==> src/rtl/led_toggle_divider_n_if.sv <==
// Board-side signal bundle for the LED toggle divider: raw switches and
// mode select in, LED drive and per-channel enable status out.
interface led_toggle_divider_n_if #(
  parameter int NUM_CH = 4
);
  logic [NUM_CH-1:0] sw;
  logic              mode;
  logic [NUM_CH-1:0] led;
  logic [NUM_CH-1:0] active;

  // The switch/mode side drives sw and mode and observes the LEDs
  modport master (
    output sw,
    output mode,
    input  led,
    input  active
  );

  // The divider consumes switches and mode and drives LEDs and status
  modport slave (
    input  sw,
    input  mode,
    output led,
    output active
  );
endinterface

==> src/rtl/led_toggle_divider_n.sv <==
// Multi-channel LED toggle divider. Each channel's switch is synchronised
// and debounced; channel k then toggles its LED every BASE_HALF<<k cycles
// while enabled. In exclusive mode only the highest-index debounced switch
// is honoured.
module led_toggle_divider_n #(
  parameter int NUM_CH       = 4,
  parameter int BASE_HALF    = 2,
  parameter int CNT_W        = 16,
  parameter int DEBOUNCE_CYC = 4
) (
  input  logic                    clk,
  input  logic                    reset_n,
  led_toggle_divider_n_if.slave   bus
);

  // The debounce counter only ever holds 0..DEBOUNCE_CYC-1
  localparam int DB_W = (DEBOUNCE_CYC > 1) ? $clog2(DEBOUNCE_CYC) : 1;
  localparam logic [DB_W-1:0] DB_LAST = DB_W'(DEBOUNCE_CYC - 1);

  logic [NUM_CH-1:0] sw_meta;
  logic [NUM_CH-1:0] sw_sync;
  logic [NUM_CH-1:0] sw_db;
  logic [NUM_CH-1:0] en_excl;
  logic [NUM_CH-1:0] en;
  logic [NUM_CH-1:0] active_r;
  logic [NUM_CH-1:0] led_r;

  // Two-flop synchroniser bringing the asynchronous switches into clk
  always_ff @(posedge clk or negedge reset_n) begin
    if (!reset_n) begin
      sw_meta <= '0;
      sw_sync <= '0;
    end else begin
      sw_meta <= bus.sw;
      sw_sync <= sw_meta;
    end
  end

  genvar k;
  generate
    for (k = 0; k < NUM_CH; k++) begin : g_ch
      localparam logic [CNT_W-1:0] HALF_M1 = CNT_W'((BASE_HALF << k) - 1);

      logic [DB_W-1:0]  db_cnt;
      logic             db_q;
      logic [CNT_W-1:0] cnt;
      logic             led_q;

      // Accept a new switch level only after it has differed for DEBOUNCE_CYC cycles in a row
      always_ff @(posedge clk or negedge reset_n) begin
        if (!reset_n) begin
          db_cnt <= '0;
          db_q   <= 1'b0;
        end else if (sw_sync[k] == db_q) begin
          db_cnt <= '0;
        end else if (db_cnt == DB_LAST) begin
          db_q   <= sw_sync[k];
          db_cnt <= '0;
        end else begin
          db_cnt <= db_cnt + 1'b1;
        end
      end

      assign sw_db[k] = db_q;

      // Half-period counter; disabling clears phase so a re-enable always starts fresh
      always_ff @(posedge clk or negedge reset_n) begin
        if (!reset_n) begin
          cnt   <= '0;
          led_q <= 1'b0;
        end else if (!active_r[k]) begin
          cnt   <= '0;
          led_q <= 1'b0;
        end else if (cnt == HALF_M1) begin
          cnt   <= '0;
          led_q <= ~led_q;
        end else begin
          cnt <= cnt + 1'b1;
        end
      end

      assign led_r[k] = led_q;
    end
  endgenerate

  // Resolve enables: pass-through, or keep only the highest set debounced switch
  always_comb begin
    en_excl = '0;
    for (int i = 0; i < NUM_CH; i++) begin
      if (sw_db[i]) begin
        en_excl    = '0;
        en_excl[i] = 1'b1;
      end
    end
    en = bus.mode ? en_excl : sw_db;
  end

  // Register the resolved enables; they gate the channel counters and form the status output
  always_ff @(posedge clk or negedge reset_n) begin
    if (!reset_n) begin
      active_r <= '0;
    end else begin
      active_r <= en;
    end
  end

  assign bus.led    = led_r;
  assign bus.active = active_r;

endmodule

==> src/flat_wrapper.sv <==
// flat-port wrapper written by rule: the top's interface ports become plain ports
module led_toggle_divider_n_flat 
#(
  parameter int NUM_CH       = 4,
  parameter int BASE_HALF    = 2,
  parameter int CNT_W        = 16,
  parameter int DEBOUNCE_CYC = 4
)
  (clk, reset_n, bus_sw, bus_mode, bus_led, bus_active);
  led_toggle_divider_n_if #(.NUM_CH(NUM_CH)) bus_i ();
  input  logic clk;
  input  logic reset_n;
  input wire logic [$bits(bus_i.sw)-1:0] bus_sw;
  input wire logic [$bits(bus_i.mode)-1:0] bus_mode;
  output wire logic [$bits(bus_i.led)-1:0] bus_led;
  output wire logic [$bits(bus_i.active)-1:0] bus_active;
  assign bus_i.sw = bus_sw;
  assign bus_i.mode = bus_mode;
  assign bus_led = bus_i.led;
  assign bus_active = bus_i.active;
  led_toggle_divider_n #(.NUM_CH(NUM_CH), .BASE_HALF(BASE_HALF), .CNT_W(CNT_W), .DEBOUNCE_CYC(DEBOUNCE_CYC)) u_core (.clk(clk), .reset_n(reset_n), .bus(bus_i));
endmodule
==> config.mk <==
export PLATFORM = sky130hd
export DESIGN_NAME = led_toggle_divider_n_flat
export DESIGN_NICKNAME = d
export VERILOG_FILES = /design/src/rtl/led_toggle_divider_n_if.sv /design/src/rtl/led_toggle_divider_n.sv /design/src/flat_wrapper.sv
export SDC_FILE = /design/constraint.sdc
export NUM_CORES = 1
export LEC_CHECK = 0
export CORE_AREA = 2 2 94 96
export DETAILED_ROUTE_END_ITERATION = 10
export DIE_AREA = 0 0 96 98
export GPL_ROUTABILITY_DRIVEN = 0
export HOLD_SLACK_MARGIN = 0.06
export PLACE_DENSITY_LB_ADDON = 0.1
export SLEW_MARGIN = 10
export SYNTH_ARGS = -nofsm -noshare
export SYNTH_HDL_FRONTEND = slang
export SYNTH_SLANG_ARGS = --single-unit
==> constraint.sdc <==
create_clock -name clk -period 2.65 [get_ports clk]
set_input_delay 0.53 -clock clk [delete_from_list [all_inputs] [get_ports clk]]
set_output_delay 0.53 -clock clk [all_outputs]
set_load 0.1 [all_outputs]
; ---- After elaboration in Yosys (flattened, before gate mapping)
; Cells that the tools add are included.
; W data, S select, Z words.
[totals]
ff_bits = 92
in_bits = 7
output_inout_bits = 8
word_cells = 84
[classes]
n_addsub = 8
n_eq_ne = 16
n_mux = 29
bitwise = 8
reduce_logical = 4
[op_table]
columns = operator, n
row1 = $mux W16, 8
row2 = $add A16 B1 Y16 const B, 4
row3 = $eq A16 B1 Y1 const B, 1
row4 = $eq A16 B2 Y1 const B, 1
row5 = $eq A16 B3 Y1 const B, 1
row6 = $eq A16 B4 Y1 const B, 1
row7 = $mux W2, 8
row8 = $mux W4, 4
row9 = $mux W1, 9
row10 = $add A2 B1 Y2 const B, 4
row11 = $eq A2 B2 Y1 const B, 4
row12 = $ne A2 B2 Y1 const B, 4
row13 = $not A1 Y1, 8
row14 = $reduce_and A2 Y1, 4
row15 = $eq A1 B1 Y1, 4

; ---- Longest topological paths before layout
; Gate-level depths: netlist of the first run.
[depth]
depth_word = 5
ltp_mapped = 7
mapped_depth_nobuf = 6

; ---- Worst setup path before layout of the first run
; No wires, ideal clock.
[synth_timing]
path_kind = reg2reg
start = reg u_core.g_ch[3].cnt[13]
end = reg u_core.g_ch[3].cnt[10]
setup_ns = 0.119
t_arrival_ns = 1.754
t_required_ns = 2.531
slack_ns = 0.777
stages_incl_launch_ff = 6
path_buffers = 1
synth_period_minus_slack_ns = 1.873
path_cell_list = dfrtp_1 > or4_1 > or4_4 > nand2_4 > buf_8 > nor2_1
[synth_via]
elab_chain_cells = 3
[synth_lines]
columns = item, line_no
row1 = from (decl), led_toggle_divider_n.sv:46  ; logic [CNT_W-1:0] cnt;
row2 = from (signal assigned), led_toggle_divider_n.sv:78  ; cnt <= cnt + 1'b1;
row3 = $eq A16 B4 Y1, led_toggle_divider_n.sv:74  ; end else if (cnt == HALF_M1) begin
row4 = $mux W16, led_toggle_divider_n.sv:74
row5 = $mux W16, led_toggle_divider_n.sv:71  ; end else if (!active_r[k]) begin
; No other way between the ends.
; A chain may end at the register's enable or synchronous reset.

; ---- Worst setup path after layout of the first run
[layout_timing]
start = reg u_core.g_ch[3].cnt[13]
end = reg u_core.g_ch[3].led_q
[layout_via]
elab_chain_cells = 2
[layout_lines]
columns = item, line_no
row1 = $eq A16 B4 Y1, led_toggle_divider_n.sv:74
row2 = $ne A2 B2 Y1 (no source line), n/a
row3 = to (signal assigned), led_toggle_divider_n.sv:76  ; led_q <= ~led_q;
row4 = to (decl), led_toggle_divider_n.sv:47  ; logic led_q;
; No other way between the ends.

==> metrics.yaml, run 1 <==
yosys:
  yosysWarnings: 0
  synth_top_area_share_pct: 55.7
  async_reset_ff_share_pct: 100
  synth_edf_count: 0
  synth.most_common_cell: "dfrtp_1"
  syn_nets: 403
  syn_avg_cell_area_sq_um: 10.7
  syn_inst: 387
  yosys.area.top_type: "dfrtp_1"
  ys_types: 33
  ys_seq_elements: 92
  synth_top_cells_by_count: "92 x dfrtp_1, 64 x nor2_1, 47 x xnor2_1"
  synth-seq-area-share_pct: 55.7
  synth-main-ff-cell: "dfrtp_1"
  syn_area_sq_um: 4130
  yosys-top-cells-area: "dfrtp_1 56%, xnor2_1 10%, nor2_1 5.8%"
floorplan:
  placementRows: 34
  pin_count: 15
  coreArea_sq_um: 8470
  dieArea_sq_um: 9410
  die_w_um: 96
  dieHeight_um: 98
  start_util_pct: 48.8
worst_setup_path:
  crit_path_end: "u_core.g_ch[3].led_q$_DFFE_PN0P_"
  critPathCaptureType: "flop"
  crit_required_ns: 2.90
  cp-startpoint: "u_core.g_ch[3].cnt[13]$_DFF_PN0_"
  path_max_fanout: 4
  worstSetupPathType: "flop to flop"
  critPathArrivalTime_ns: 2.17
  timing.rr.end: "u_core.g_ch[3].led_q$_DFFE_PN0P_"
  crit_path_start_kind: "flop"
  worstRegToRegCells: 4
  reg2reg_slack_ns: 0.73
  r2r_start: "u_core.g_ch[3].cnt[13]$_DFF_PN0_"
route:
  avgRoutedWirePerCell_um: 13.4
  dr_total_vias: 2708
  initialDrtViolationCount: 64
  viasPerCell: 5.22
  firstDrtPassIters: 4
  ant_nets: 0
  drt-total-wl_um: 6930
  post-route-drc-count: 0
placement:
  numPortBuffers: 14
  hpwl_um: 4660
  place_area_sq_um: 4350
clocking:
  cts_setup_buffers: 0
  cts-hold-fix-buffers: 0
  cts_resized: 0
  path_clk_slew_ns: 0.10
  htreeDepth: 3
  clock-root-buffer: "clkbuf_8"
  insertion_delay_ns: 0.36
  cts_tree: "built"
  cts-buffers-inserted: 9
  clock-sinks: 92
  clock_path_buffers: 2
timing:
  fmax_ghz: 0.521
  slew_violations: 0
  skew_ns: 0.0142
  setup_tns_ns: 0
  finalSetupViolations: 0
  layout_min_cycle_time_ns: 1.92
  rsz0062_at_grt: "false"
  final-hold-violation-count: 0
  finalCritPeriodShare_pct: 72.4
  tightestPinTransition_ns: 0.632
  holdWs_ns: 0.184
  max-slew-margin-rel_pct: 57.9
global_route:
  grt_max_degree: 51
  antenna_found_initial: 0
  grt_pass1_wl_um: 12400
  grtUsageTotal_pct: 16.6
  grt-busiest-layer: "met2"
  grt_pass1_vias: 2646
  grtUsageMet1_pct: 23.6
  gr-usage-met2_pct: 24.9
  grt_use_met3_pct: 3.01
  grt-ovfl-total: 0
power_and_ir_drop:
  ir_drop_mv: 0.329
  power_density_nw_per_um2: 767
  sw_frac_of_total_pct: 35.4
  power_frac_clock_pct: 28.0
  cellInternalPower_mw: 2.26
  combPwrFrac_pct: 22.3
  p_leak_nw: 1.86
  p_seq_share_pct: 49.7
  power.switching_mw: 1.24
final_layout:
  final_core_util_pct: 53.8
  final_cell_area_sq_um: 4550
  drive_gt1_share_pct: 9.49
  areaGrowthSynthToFinish_pct: 10.1
  n_fill_cell: 772
  regArea_sq_um: 2300
  nets: 422
  multi_input_area_sq_um: 1730
  diodes: 0
flow_run:
  drv_cap: 0
status:
  status: "finished, final reports clean"
hold_path:
  min_path_type: "input port to async pin"
-- final cells by class --
| cell class | count | share of cell area (%) |
|---|---|---|
| repair buffers | 17 | 3.08 |
| well taps | 108 | 2.97 |
| multi-input cells | 276 | 38.1 |
| clock buffers | 9 | 2.72 |
| inverters | 10 | 0.825 |
| clock inverters | 7 | 1.76 |
| flip-flops and latches | 92 | 50.6 |
-- metal layers --
metal / vias to the layer above / share of wire [%] / routed length (um)
met5: - / 0 / 0
met4: 0 / 1.6 / 114
met3: 8 / 2.0 / 140
met2: 24 / 46 / 3180
met1: 1312 / 50 / 3490
li1: 1364 / - / -
-- kinds of logic (layout without fill, tap and decap cells) --
kind of cell / after synthesis / in the layout / share of synthesized area, %
adders and majority gates: 9 / 9 / 2.73
buffers and inverters: 19 / 43 / 2.36
muxes: 4 / 4 / 1.09
DFF: 92 / 92 / 55.7
xor gates and xnor gates: 60 / 60 / 12.7
AOI/OAI and AO/OA: 11 / 11 / 1.67
and+or+nand+nor: 192 / 192 / 23.7
-- state kept, by name (all words and copies together), names as in the netlist --
name	flops
u_core.bus.active	4
u_core.g_ch.led_q	4
u_core.g_ch.cnt	64
u_core.g_ch.db_q	4
u_core.sw_meta	4
u_core.sw_sync	4
u_core.g_ch.db_cnt	8
-- critical path, cell delays in order (launching register included) --
cell,delay [ns]
dfrtp_1,0.43
or4_1,0.53
or4_4,0.58
xnor2_1,0.14
and2_1,0.14
-- power groups by stage --
stage	logic, mW	clock network, mW	registers, mW
floorplan	0.423	0	1.94
global placement	0.783	0	1.76
detailed placement	0.795	0	1.77
CTS	0.796	1.01	1.74
global route	0.861	1.06	1.77
finish	0.779	0.976	1.74
-- stage by stage --
stage,setup slack (ns),total power [mW],std cells
after floorplan,0.777,2.36,387
after global placement,0.765,2.54,503
after detailed placement,0.742,2.56,503
after CTS,0.722,3.55,519
after global routing,0.598,3.70,519
final,0.730,3.49,519
-- how the worst min path moves through the flow --
stage,from,cells past startpoint,to
floorplan,reset_n,0,u_core.bus.active[0]$_DFF_PN0_
CTS,reset_n,1,u_core.g_ch[2].cnt[13]$_DFF_PN0_
global route,reset_n,1,u_core.g_ch[2].cnt[6]$_DFF_PN0_
finish,reset_n,1,u_core.g_ch[2].cnt[15]$_DFF_PN0_
global placement,u_core.sw_meta[0]$_DFF_PN0_,0,u_core.sw_sync[0]$_DFF_PN0_
detailed placement,u_core.sw_meta[3]$_DFF_PN0_,0,u_core.sw_sync[3]$_DFF_PN0_
-- layout by cell type (no fill, tap or decap), types with 2 or more instances in the layout --
cell type        netlist  layout
and3_1                 6       6
dfrtp_1               92      92
clkdlybuf4s50_1        0       5
inv_6                  0       4
o31ai_1                3       3
xor2_1                13      13
inv_1                 10      10
mux2_2                 4       4
and2_1                 9       9
clkbuf_8               0       9
nor2_1                64      64
buf_4                  4      12
o21ai_0                2       2
or4_1                  5       5
nor3_1                22      22
ha_1                   9       9
xnor2_1               47      47
nand2_1               17      17
clkinvlp_4             0       2
nand4_1               16      16
nor2_2                 2       2
and4_1                 2       2
nor2b_1                4       4
nor4_1                15      15
a21oi_1                4       4
nor4b_1                2       2
nand3_1               22      22
(Power assumes the default switching activity.)
==> inputs of run 2 (changes only) <==
==> constraint.sdc (replaced) <==
create_clock -name clk -period 1.6 [get_ports clk]
set_input_delay 0.32 -clock clk [delete_from_list [all_inputs] [get_ports clk]]
set_output_delay 0.32 -clock clk [all_outputs]
set_load 0.1 [all_outputs]
==> run 2 against run 1 <==
- the flow now finishes with violations (negative setup slack)
- clock power is 54% higher
- largest power group unchanged
- sequential cell count unchanged
- global-route usage is 0.90 points higher
==> metrics.yaml, run 2 (synthesized netlist as in run 1, its figures left out) <==
status:
  status: "complete, but fails checks"
  violations: "negative setup slack"
power_and_ir_drop:
  sw_frac_of_total_pct: 32.8  # -2.6 points
  power.switching_mw: 1.99  # +61%
  p_total_mw: 6.08  # +74%
  ir_drop_mv: 0.662  # +100%
  power_density_nw_per_um2: 1190  # +56%
  p_leak_nw: 2.13  # +14%
  cellInternalPower_mw: 4.09  # +81%
  combPwrFrac_pct: 27.6  # +5.3 points
  p_seq_share_pct: 47.7  # -2.0 points
  power_frac_clock_pct: 24.7  # -3.3 points
timing:
  layout_min_cycle_time_ns: 1.88  # -0.0391 ns
  skew_ns: 0.00745  # -0.00678 ns
  fmax_ghz: 0.532  # +2.1%
  fin_ws_ns: -0.280  # -1.01 ns
  setup_tns_ns: -3.80  # -3.80 ns
  tightestPinTransition_ns: 0.398  # -0.234 ns
  finalCritPeriodShare_pct: 118  # +45 points
  final-hold-violation-count: 0  # unchanged
  finalSetupViolations: 16  # +16
  slew_violations: 0  # unchanged
  max-slew-margin-rel_pct: 73.4  # +16 points
  rsz0062_at_grt: "true"
global_route:
  grt_pass1_wl_um: 12800  # +3.7%
  grtUsageTotal_pct: 17.5  # +0.90 points
  grt_pass1_vias: 2764  # +4.5%
  grt_max_degree: 28  # -45%
  grt-ovfl-total: 0  # unchanged
  antenna_found_initial: 0  # unchanged
final_layout:
  n_fill_cell: 708  # -8.3%
  top_regs: "u_core.g_ch.cnt x64, u_core.g_ch.db_cnt x8"
  largest_reg_flops: 64  # unchanged
  final_cell_mix: "85 x dfrtp_1, 64 x nor2_1, 46 x xnor2_1, 45 x buf_4, 22 x nor3_1"
  drive_gt1_share_pct: 21.4  # +12 points
  diodes: 0  # unchanged
  final_core_util_pct: 60.2  # +6.4 points
  final_common_cell: "dfrtp_1"
  areaGrowthSynthToFinish_pct: 23.3
  multi_input_area_sq_um: 1830  # +5.6%
  top_register: "u_core.g_ch.cnt"
  regArea_sq_um: 2310  # +0.38%
  nets: 466  # +10%
clocking:
  clock_path_buffers: 2  # unchanged
  path_clk_slew_ns: 0.08  # -0.02 ns
  insertion_delay_ns: 0.34  # -0.02 ns
  clock-sinks: 92  # unchanged
  cts_tree: "built"
  clock-root-buffer: "clkbuf_8"
  cts-buffers-inserted: 9  # unchanged
  htreeDepth: 3  # unchanged
route:
  avgRoutedWirePerCell_um: 13.0  # -2.5%
  viasPerCell: 5.16  # -1.1%
  drt-total-wl_um: 7310  # +5.6%
  dr_total_vias: 2900  # +7.1%
  initialDrtViolationCount: 100  # +56%
  firstDrtPassIters: 6  # +2
  ant_nets: 0  # unchanged
  post-route-drc-count: 0  # unchanged
flow_run:
  drv_cap: 0  # unchanged
floorplan:
  start_util_pct: 48.8  # unchanged
  pin_count: 15  # unchanged
  placementRows: 34  # unchanged
  dieHeight_um: 98  # unchanged
  die_w_um: 96  # unchanged
  coreArea_sq_um: 8470  # unchanged
  dieArea_sq_um: 9410  # unchanged
hold_path:
  min_path_type: "flop to flop"
  min_from: "u_core.sw_meta[1]$_DFF_PN0_"
placement:
  dp_slack_ns: -0.279  # -1.02 ns
  hpwl_um: 5210  # +12%
  numPortBuffers: 14  # unchanged
worst_setup_path:
  r2r_start: "u_core.g_ch[3].cnt[7]$_DFF_PN0_"
  cpLargestDelayFamily: "simple AND/OR/NAND/NOR gates"
  crit_required_ns: 1.84  # -1.06 ns
  crit_buf_inv: 0  # unchanged
  crit_path_start_kind: "flop"
  worstSetupPathType: "flop to flop"
  critical_path.cell_chain: "or4_1, or4_4, xnor2_2, and2_1"
  cp-startpoint: "u_core.g_ch[3].cnt[7]$_DFF_PN0_"
  slowest_stage: "or4_4"
  critPathArrivalTime_ns: 2.12  # -0.05 ns
  path_max_fanout: 3  # -1
  critPathCaptureType: "flop"
  critPathMaxStageDelay_ns: 0.59  # about the same
## run 2: worst paths after layout
kind | depth (start not counted) | to | slack [ns]
min in group asynchronous | 2 | u_core.g_ch[2].cnt[13]$_DFF_PN0_ | 0.43
max reg2reg | 4 | u_core.g_ch[3].led_q$_DFFE_PN0P_ | -0.28
min reg2reg | 0 | u_core.sw_sync[1]$_DFF_PN0_ | 0.35
max in group asynchronous | 3 | u_core.g_ch[1].cnt[6]$_DFF_PN0_ | 0.65
min | 0 | u_core.sw_sync[1]$_DFF_PN0_ | 0.35
max | 4 | u_core.g_ch[3].led_q$_DFFE_PN0P_ | -0.28
## run 2: per-stage QoR
step	hold slack, ns	instance area, sq um	std cells
floorplan	0.0244	4140	387
global placement	0.275	4760	540
detailed placement	0.280	4760	540
CTS	0.353	4960	556
global route	0.358	5090	562
finish	0.351	5090	562
## run 2: what timing repair did
action,4_1_cts,5_1_grt
endpoints found under the setup margin,25,58
buffers inserted,0,6
gates resized for setup,1,19
hold buffers,1,0
pin swaps,0,8
hold endpoints to repair,23,0
gates cloned,0,0
## run 2: area by class of cell
type                            count  area share [%]
Multi-Input combinational cell    276            35.9
Clock inverter                      2           0.688
Clock buffer                       13            2.92
Sequential cell                    92            45.4
Inverter                           10           0.737
Timing Repair Buffer               61            11.7
Tap cell                          108            2.65
## run 2: per-layer routing
layer | global-route usage [%] | share of wire [%] | up-vias | routed length [um]
met5 | 0 | 0 | - | 0
met2 | 25.6 | 45 | 31 | 3310
li1 | - | - | 1447 | -
met3 | 3.16 | 2.3 | 11 | 168
met4 | 8.13 | 1.9 | 0 | 137
met1 | 25.1 | 51 | 1411 | 3700
## run 2: power groups by stage
stage               sequential (mW)  combinational (mW)  clock (mW)
global placement               2.93                1.64           0
global route                   2.95                1.83        1.66
detailed placement             2.95                1.66           0
floorplan                      3.22               0.706           0
CTS                            2.90                1.67        1.56
finish                         2.90                1.68        1.50
==> inputs of run 3 (changes only) <==
--- a/config.mk
+++ b/config.mk
@@ -5,9 +5,9 @@
 export SDC_FILE = /design/constraint.sdc
 export NUM_CORES = 1
 export LEC_CHECK = 0
-export CORE_AREA = 2 2 94 96
+export CORE_AREA = 2 2 91 93
 export DETAILED_ROUTE_END_ITERATION = 10
-export DIE_AREA = 0 0 96 98
+export DIE_AREA = 0 0 93 95
 export GPL_ROUTABILITY_DRIVEN = 0
 export HOLD_SLACK_MARGIN = 0.06
 export PLACE_DENSITY_LB_ADDON = 0.1
==> run 3 against run 2 <==
- the run still ends with negative setup slack left
- global-route usage is 1.1 points higher
- maximum frequency decreased by 0.90%
- sequential cell count did not move
- hold slack improved by 0.0014 ns
- combinational power barely moved
- register-to-register slack got worse by 0.02 ns
- power increased by 2.2%
- via count decreased by 0.17%
- worst setup slack got worse by 0.017 ns
- largest cell class unchanged
- highest routed layer unchanged
==> metrics.yaml, run 3 (synthesized netlist as in run 1, its figures left out) <==
final_layout:
  areaGrowthSynthToFinish_pct: 22.6
  final_cell_mix: "86 x dfrtp_1, 63 x nor2_1, 47 x xnor2_1, 45 x buf_4, 22 x nand3_1"
  final_cell_area_sq_um: 5070  # -0.54%
  top_regs: "u_core.g_ch.cnt x64, u_core.g_ch.db_cnt x8"
  final_core_util_pct: 63.9  # +3.7 points
  nets: 465  # -0.21%
  multi_input_area_sq_um: 1800  # -1.3%
  drive_gt1_share_pct: 21.2  # -0.17 points
  final_common_cell: "dfrtp_1"
  n_fill_cell: 658  # -7.1%
  largest_reg_flops: 64  # unchanged
  regArea_sq_um: 2310  # about the same
  diodes: 0  # unchanged
  top_register: "u_core.g_ch.cnt"
floorplan:
  start_util_pct: 52.1  # +3.3 points
  placementRows: 33  # -2.9%
  pin_count: 15  # unchanged
  die_w_um: 93  # -3.1%
  coreArea_sq_um: 7930  # -6.4%
  dieHeight_um: 95  # -3.1%
  dieArea_sq_um: 8840  # -6.1%
worst_setup_path:
  crit_required_ns: 1.85  # about the same
  timing.rr.end: "u_core.g_ch[3].led_q$_DFFE_PN0P_"
  critPathArrivalTime_ns: 2.14  # +0.02 ns
  worstSetupPathType: "flop to flop"
  critical_path.cell_chain: "or4_1, or4_4, xnor2_1, and2_1"
  worstRegToRegCells: 4  # unchanged
  critPathMaxStageDelay_ns: 0.60  # about the same
  path_max_fanout: 3  # unchanged
  crit_path_start_kind: "flop"
  slowest_stage: "or4_4"
  reg2reg_slack_ns: -0.30  # -0.02 ns
  critPathCaptureType: "flop"
  r2r_start: "u_core.g_ch[3].cnt[15]$_DFF_PN0_"
  cp-startpoint: "u_core.g_ch[3].cnt[15]$_DFF_PN0_"
power_and_ir_drop:
  ir_drop_mv: 0.822  # +24%
  sw_frac_of_total_pct: 32.6  # -0.20 points
  power_density_nw_per_um2: 1230  # +2.8%
  p_leak_nw: 2.12  # -0.67%
  p_seq_share_pct: 46.8  # -0.9 points
  combPwrFrac_pct: 27.0  # -0.6 points
  power_frac_clock_pct: 26.2  # +1.5 points
  power.switching_mw: 2.02  # +1.6%
  cellInternalPower_mw: 4.19  # +2.5%
route:
  ant_nets: 0  # unchanged
  wirelength_met1_um: 3550  # -4.2%
  dr_total_vias: 2895  # -0.17%
  drt-total-wl_um: 7380  # +0.89%
  initialDrtViolationCount: 128  # +28%
  top_layer: "met4"
  wl_met2_um: 3470  # +5.1%
  firstDrtPassIters: 4  # -2
  viasPerCell: 5.19  # +0.54%
  avgRoutedWirePerCell_um: 13.2  # +1.6%
  wl_met3_um: 183  # +8.9%
  post-route-drc-count: 0  # unchanged
timing:
  layout_min_cycle_time_ns: 1.90  # +0.0171 ns
  tightestPinTransition_ns: 0.472  # +0.0737 ns
  fin_ws_ns: -0.298  # -0.0171 ns
  finalCritPeriodShare_pct: 119  # +1.1 points
  holdWs_ns: 0.352  # +0.00138 ns
  slew_violations: 0  # unchanged
  rsz0062_at_grt: "true"
  finalSetupViolations: 16  # unchanged
  max-slew-margin-rel_pct: 68.5  # -4.9 points
  setup_tns_ns: -3.52  # +0.286 ns
  final-hold-violation-count: 0  # unchanged
  fmax_ghz: 0.527  # -0.90%
  skew_ns: 0.0101  # +0.00261 ns
flow_run:
  drv_cap: 0  # unchanged
clocking:
  clock-sinks: 92  # unchanged
  insertion_delay_ns: 0.35  # about the same
  clock_path_buffers: 2  # unchanged
  htreeDepth: 3  # unchanged
  clock-root-buffer: "clkbuf_8"
  cts_tree: "built"
  cts-buffers-inserted: 9  # unchanged
  path_clk_slew_ns: 0.09  # about the same
status:
  status: "complete, but fails checks"
  violations: "negative setup slack"
hold_path:
  min_from: "u_core.sw_meta[0]$_DFF_PN0_"
  min_path_type: "flop to flop"
  holdPathEnd: "u_core.sw_sync[0]$_DFF_PN0_"
  min_path_cells: 0  # unchanged
global_route:
  grt_pass1_wl_um: 12900  # +0.54%
  grt-ovfl-total: 0  # unchanged
  antenna_found_initial: 0  # unchanged
  grtUsageTotal_pct: 18.6  # +1.1 points
  grt_pass1_vias: 2844  # +2.9%
  grt_max_degree: 93  # +230%
placement:
  place_area_sq_um: 4730  # -0.66%
  hpwl_um: 4930  # -5.3%
  numPortBuffers: 14  # unchanged
## run 3: worst max-delay path: cells and delay by family (launching register included)
family | cells | cell delay [ns]
XOR/XNOR | 1 | 0.14
flip-flops | 1 | 0.38
AND/OR/NAND/NOR | 3 | 1.27
## run 3: worst max-delay path by stage
stage,end,slack [ns]
floorplan,u_core.g_ch[3].cnt[11]$_DFF_PN0_,-0.26
global placement,u_core.g_ch[3].led_q$_DFFE_PN0P_,-0.26
detailed placement,u_core.g_ch[3].led_q$_DFFE_PN0P_,-0.28
CTS,u_core.g_ch[3].led_q$_DFFE_PN0P_,-0.28
global route,u_core.g_ch[3].led_q$_DFFE_PN0P_,-0.35
finish,u_core.g_ch[3].led_q$_DFFE_PN0P_,-0.30
## run 3: what timing repair did
| item | in CTS | in global routing |
|---|---|---|
| pin swaps | 4 | 6 |
| buffers inserted | 3 | 4 |
| cloned | 0 | 0 |
| endpoints found under the hold margin | 92 | 0 |
| resized for setup | 4 | 12 |
| hold buffers | 1 | 0 |
| setup endpoints to repair | 29 | 44 |
## run 3: power groups by stage
stage / combinational [mW] / sequential [mW] / clock (mW)
5_1_grt: 1.83 / 2.97 / 1.79
3_5_place_dp: 1.66 / 2.94 / 0
4_1_cts: 1.67 / 2.91 / 1.68
2_1_floorplan: 0.706 / 3.22 / 0
6_report: 1.68 / 2.91 / 1.63
3_3_place_gp: 1.62 / 2.93 / 0
## run 3: layout make-up
class	count	share of cell area [%]
Clock inverter	5	1.53
Multi-Input combinational cell	276	35.6
Tap cell	105	2.59
Timing Repair Buffer	60	11.4
Clock buffer	10	2.52
Sequential cell	92	45.6
Inverter	10	0.741
## run 3: metal layers
layer | GRT usage (%) | vias up
met2 | 28.0 | 43
met5 | 0 | -
met4 | 9.19 | 0
li1 | - | 1450
met1 | 25.5 | 1383
met3 | 4.23 | 19
## run 3: through the flow
stage	std cells	power (mW)	setup WS (ns)
3_5_place_dp	535	4.60	-0.275
3_3_place_gp	535	4.55	-0.259
4_1_cts	554	6.25	-0.285
6_report	558	6.21	-0.298
5_1_grt	558	6.59	-0.348
2_1_floorplan	387	3.93	-0.263
